$ cat src/rtl/mem_req_arbiter.sv
// mem_req_arbiter
//   Shares one SRAM-like memory port between the fetch-stage instruction
//   requester (I) and the memory-stage data requester (D). Data has fixed
//   priority. Once a request is presented and stalls, the grant is locked
//   until that request is accepted. An in-order tag FIFO of accepted requests
//   routes each response back to its owner. Instruction responses still in
//   flight can be discarded with inst_cancel.
//
// Ports
//   clk, rstn                 clock, synchronous active-low reset
//   inst_* / data_*           requester side: req, wr, size, wstrb, addr, wdata in;
//                             addr_ok, data_ok, rdata out
//   inst_cancel               pulse: drop all pending fetch responses
//   mem_*                     memory side: req and payload out;
//                             addr_ok, data_ok, rdata in
//   proto_err                 sticky: response arrived with no request outstanding
//
// Lock FSM
//   state   | meaning
//   LK_NONE | no stalled request, grant follows priority
//   LK_INST | fetch request presented but not accepted, grant held on I
//   LK_DATA | data request presented but not accepted, grant held on D

module mem_req_arbiter #(
  parameter int OUTSTANDING = 4
) (
  input  logic        clk,
  input  logic        rstn,

  input  logic        inst_req,
  input  logic        inst_wr,
  input  logic [1:0]  inst_size,
  input  logic [3:0]  inst_wstrb,
  input  logic [31:0] inst_addr,
  input  logic [31:0] inst_wdata,
  output logic        inst_addr_ok,
  output logic        inst_data_ok,
  output logic [31:0] inst_rdata,
  input  logic        inst_cancel,

  input  logic        data_req,
  input  logic        data_wr,
  input  logic [1:0]  data_size,
  input  logic [3:0]  data_wstrb,
  input  logic [31:0] data_addr,
  input  logic [31:0] data_wdata,
  output logic        data_addr_ok,
  output logic        data_data_ok,
  output logic [31:0] data_rdata,

  output logic        mem_req,
  output logic        mem_wr,
  output logic [1:0]  mem_size,
  output logic [3:0]  mem_wstrb,
  output logic [31:0] mem_addr,
  output logic [31:0] mem_wdata,
  input  logic        mem_addr_ok,
  input  logic        mem_data_ok,
  input  logic [31:0] mem_rdata,

  output logic        proto_err
);

  localparam int PW = (OUTSTANDING > 1) ? $clog2(OUTSTANDING) : 1;
  localparam logic [PW:0] DEPTH = (PW+1)'(OUTSTANDING);

  typedef enum logic [1:0] {
    LK_NONE = 2'd0,
    LK_INST = 2'd1,
    LK_DATA = 2'd2
  } lock_state_t;

  lock_state_t   lock_q, lock_d;
  logic          grant_d;          // 1 = data requester owns the port
  logic          any_req;
  logic          mem_fire;
  logic          pop;
  logic          head_id;
  logic          head_disc;
  logic [PW-1:0] wptr_q, rptr_q;
  logic [PW:0]   count_q;
  logic          proto_err_q;

  // Tag FIFO: id (1 = data) and discard flag per accepted request.
  logic          fifo_id   [OUTSTANDING];
  logic          fifo_disc [OUTSTANDING];

  always_comb begin
    grant_d = data_req;
    case (lock_q)
      LK_INST: grant_d = 1'b0;
      LK_DATA: grant_d = 1'b1;
      default: grant_d = data_req;
    endcase
  end

  // Outputs are held quiet while reset is asserted so that nothing handshakes
  // before the tag FIFO is known to be empty.
  assign any_req  = (lock_q != LK_NONE) || data_req || inst_req;
  assign mem_req  = rstn && any_req && (count_q < DEPTH);
  assign mem_fire = mem_req && mem_addr_ok;

  assign mem_wr    = grant_d ? data_wr    : inst_wr;
  assign mem_size  = grant_d ? data_size  : inst_size;
  assign mem_wstrb = grant_d ? data_wstrb : inst_wstrb;
  assign mem_addr  = grant_d ? data_addr  : inst_addr;
  assign mem_wdata = grant_d ? data_wdata : inst_wdata;

  assign inst_addr_ok = mem_fire && !grant_d;
  assign data_addr_ok = mem_fire &&  grant_d;

  assign head_id   = fifo_id[rptr_q];
  assign head_disc = fifo_disc[rptr_q];
  assign pop       = rstn && mem_data_ok && (count_q != '0);

  // A discarded fetch entry is still popped, just without a data_ok.
  assign inst_data_ok = pop && !head_id && !head_disc;
  assign data_data_ok = pop &&  head_id;
  assign inst_rdata   = mem_rdata;
  assign data_rdata   = mem_rdata;
  assign proto_err    = proto_err_q;

  always_ff @(posedge clk) begin
    if (!rstn) lock_q <= LK_NONE;
    else       lock_q <= lock_d;
  end

  always_comb begin
    lock_d = lock_q;
    if (mem_req) begin
      if (mem_addr_ok) lock_d = LK_NONE;
      else             lock_d = grant_d ? LK_DATA : LK_INST;
    end
  end

  always_ff @(posedge clk) begin
    if (!rstn) begin
      wptr_q      <= '0;
      rptr_q      <= '0;
      count_q     <= '0;
      proto_err_q <= 1'b0;
    end else begin
      if (mem_fire) wptr_q <= wptr_q + 1'b1;
      if (pop)      rptr_q <= rptr_q + 1'b1;
      case ({mem_fire, pop})
        2'b10:   count_q <= count_q + 1'b1;
        2'b01:   count_q <= count_q - 1'b1;
        default: count_q <= count_q;
      endcase
      if (mem_data_ok && (count_q == '0)) proto_err_q <= 1'b1;
    end
  end

  // Cancel marks every fetch entry; slots outside the valid window are
  // rewritten on push, so marking them too is harmless. The push write comes
  // last so an entry accepted in the cancel cycle carries its own flag.
  always_ff @(posedge clk) begin
    if (inst_cancel) begin
      for (int i = 0; i < OUTSTANDING; i++) begin
        if (!fifo_id[i]) fifo_disc[i] <= 1'b1;
      end
    end
    if (mem_fire) begin
      fifo_id[wptr_q]   <= grant_d;
      fifo_disc[wptr_q] <= !grant_d && inst_cancel;
    end
  end

endmodule

$ cat config.mk
export PLATFORM = sky130hd
export DESIGN_NAME = mem_req_arbiter
export DESIGN_NICKNAME = d
export VERILOG_FILES = /design/src/rtl/mem_req_arbiter.sv
export SDC_FILE = /design/constraint.sdc
export NUM_CORES = 1
export LEC_CHECK = 0
export ABC_AREA = 0
export CAP_MARGIN = 20
export CORE_AREA = 2 2 124 126
export DETAILED_ROUTE_END_ITERATION = 16
export DIE_AREA = 0 0 126 128
export SLEW_MARGIN = 20
export SYNTH_ARGS = -nofsm -noshare
export SYNTH_HDL_FRONTEND = slang
export SYNTH_SLANG_ARGS = --single-unit
$ cat constraint.sdc
create_clock -name clk -period 2.4 [get_ports clk]
set_input_delay 0.24 -clock clk [delete_from_list [all_inputs] [get_ports clk]]
set_output_delay 0.24 -clock clk [all_outputs]
set_load 0.01 [all_outputs]
==> run metrics <==
status=finished clean; insertion delay to the later sink of the worst-skew pair=about 0.24 ns; pin count of the biggest net entering global routing=19; final net count=roughly 610; CTS clk-pin slew, worst paths=roughly 0.050 ns; most frequent cells in the layout=clkdlybuf4s50_1 (153), mux2_2 (48), clkdlybuf4s15_1 (22); I/O pin cnt=~320; Final Cycle Share=97.32%; total power=between 0.0015 and 0.002 W; clock sink count=20; vias in the first global route=around 2500; CTS tree=yes; row count=45; share of layout cells above drive strength 1=29.26%; PD cells=about 350 nW/µm²; fin crit period=~2.3 ns; ys flop type=dfxtp_1; initial core utilization=between 10% and 20%; n_diodes=0; Place WS=-0.1846 ns; sequential cell area fraction in the yosys report=18.83%; Root Driver=clkbuf_16; Mapped Area=about 2300 µm²; worst hold slack=~0.47 ns; synthesized flop and latch total=20; Layout fillers=about 1600; Crit. End Element=output port; Vias per Instance=between 3 and 4; asr flop ratio synth=0%; internal power=roughly 0.0012 W; Synth Net Count=430; H-tree levels=1; Pre-antenna DRT Iters=3; initial antenna violation count=0; Buf/Inv on CP=4; fin util=30.75%; Routed WL=~9400 µm; skew final=0.003191 ns; total negative slack=0 ns; Combinational Power Share=about 56%; Hold Startpoint=rptr_q[1]$_SDFFE_PN0P_; total core area=between 10000 and 15000 µm²; final worst setup slack=approximately 0.064 ns; CP Cell Sequence=inv_1 -> ha_4 -> mux2i_4 -> buf_12 -> clkbuf_16 -> mux2_2 -> dlygate4sd2_1; via count=approximately 2300; RSZ-0062 raised after global routing=true; clock buffer depth=2; commonest non-fill, non-tap cell in the layout=clkdlybuf4s50_1; Num CTS Buffers=3; EDFF count, synth=4; maximum VDD drop=0.2101 mV; NetSw=around 0.00044 W; DP HPWL=about 7500 µm; crit path max fanout=9; Critical Path RT=2.16 ns; CP delay by family, top=buffers and inverters; Critical Path Start Type=flip-flop; crit path DAT=approximately 2.1 ns; GR Overflow Total=0; Critical-path top delay cell=dfxtp_1; CP Launch Point=lock_q[1]$_SDFFE_PN0N_; port bufs=roughly 230; global-route wire length before repair=around 13000 µm; Hold WC Path Type=flip-flop to flip-flop; drc violations=0; unique cell type count in the Yosys netlist=32; Leak=1.856 nW; area delta synth->final=95.45%; critical path type=flip-flop to output port; Switching Fraction=27.44%; Avg Synthesized Cell Area=9.703 µm²; Largest stage delay, worst path=approximately 0.32 ns; Clk pwr share=19.9%; GR Util All Layers=about a tenth; reg-to-reg startpoint=lock_q[0]$_SDFFE_PN0N_; average wire per standard cell=about 15 µm; Cells after Synth=about 240; Iteration-0 DRC Markers=85; Seq pwr share=24.1%; Worst Tran Pin Value=roughly 0.48 ns; chip width=126 µm; Slew headroom=approximately two thirds; max_cap viols=0; Final Hold Vio Count=0; die area=about 16000 µm²; final RePlAce weighted congestion=roughly 0.75; Peak Freq=428.2 MHz; Chip Height=128 µm; antenna viol nets, final=0; Setup Viol. Count Final=0; max-slew violations=0; YS warnings=0
[worst register-to-register path, stage by stage, from the launching register on]
cell and delay (ns):
dfxtp_2 0.32, inv_2 0.07, ha_4 0.13, or3b_4 0.37, and2_4 0.16, inv_4 0.06
ha_4 0.12, inv_1 0.06, fa_2 0.36, xor2_1 0.16, or3_1 0.30, a21oi_1 0.14
[state kept, by name (all words and copies together), names as in the netlist, named ones only]
| register | cells |
|---|---|
| count_q | 3 |
| fifo_disc | 4 |
| fifo_id | 4 |
| lock_q | 2 |
| proto_err | 1 |
| rptr_q | 2 |
| wptr_q | 2 |
[repair_timing]
item | 4_1_cts | 5_1_grt
pin swaps | 1 | 2
buffers inserted | 3 | 1
endpoints found under the setup margin | 73 | 72
gates cloned | 4 | 1
hold buffers | 0 | 0
resized for setup | 158 | 51
[metrics by stage]
| stage | std cells | cell area, µm² |
|---|---|---|
| after floorplan | 241 | 2338 |
| after global placement | 594 | 4393 |
| after detailed placement | 594 | 4393 |
| after CTS | 604 | 4553 |
| after global routing | 605 | 4571 |
| final | 605 | 4571 |
[layout make-up]
| cell class | count | area (µm²) | area share, % |
|---|---|---|---|
| sequential | 20 | 441.7 | 9.663 |
| clock buffer | 3 | 75.07 | 1.642 |
| timing repair buffer | 245 | 2400 | 52.50 |
| tap | 188 | 235.2 | 5.146 |
| inverter | 14 | 55.05 | 1.204 |
| multi-input combinational | 135 | 1364 | 29.84 |
[layer usage]
metal	global-route usage, %	part of all wire, %	wire length, µm
met1	11.86	37	3505
met2	19.89	53	4986
met3	2.755	8.6	802
met4	1.228	0.83	78
met5	0	0	0
[synthesized netlist by cell type (2+ instances only)]
| library cell | number | share of area, % |
|---|---|---|
| dfxtp_1 | 16 | 14 |
| buf_6 | 6 | 2.9 |
| edfxtp_1 | 4 | 5.1 |
| mux2_2 | 50 | 24 |
| inv_1 | 13 | 2.1 |
| a21oi_1 | 9 | 1.9 |
| nor3b_1 | 2 | 0.64 |
| and2_1 | 2 | 0.53 |
| buf_4 | 65 | 21 |
| nor2_1 | 9 | 1.4 |
| xor2_1 | 2 | 0.75 |
| mux2i_1 | 6 | 2.6 |
| nand3_1 | 2 | 0.43 |
| and3_1 | 4 | 1.1 |
| nand2_1 | 4 | 0.64 |
| ha_1 | 7 | 3.7 |
| mux2_1 | 21 | 10 |
| mux4_2 | 2 | 1.9 |
| o21ai_0 | 4 | 0.86 |
[logic make-up (layout without fill, tap and decap cells)]
kind of cell	count (synthesis)	count (layout)	share of synthesized area [%]
compound gates	15	15	3.531
xor+xnor	3	3	1.124
simple gates	30	30	7.009
fa+ha+maj	8	8	4.601
mux	79	79	38.68
buf+inv	86	262	26.22
flops	20	20	18.83
[power groups by stage]
| stage | Combinational [W] | Sequential [W] | Clock (W) |
|---|---|---|---|
| 5_1_grt | 0.000964 | 0.000390 | 0.000352 |
| 3_5_place_dp | 0.000887 | 0.000394 | 0 |
| 4_1_cts | 0.000899 | 0.000387 | 0.000333 |
| 2_1_floorplan | 0.000447 | 0.000389 | 0 |
| 6_report | 0.000900 | 0.000387 | 0.000321 |
| 3_3_place_gp | 0.000880 | 0.000392 | 0 |
[worst paths after layout]
kind         cells past startpoint  slack, ns                 endpoint
max                              7       0.06             mem_wdata[2]
min                              1       0.47                flip-flop
max reg2reg                     11       0.09  count_q[2]$_SDFFE_PN0P_
min reg2reg                      1       0.47                flip-flop
No activity file was read; power rests on OpenSTA's default activity.
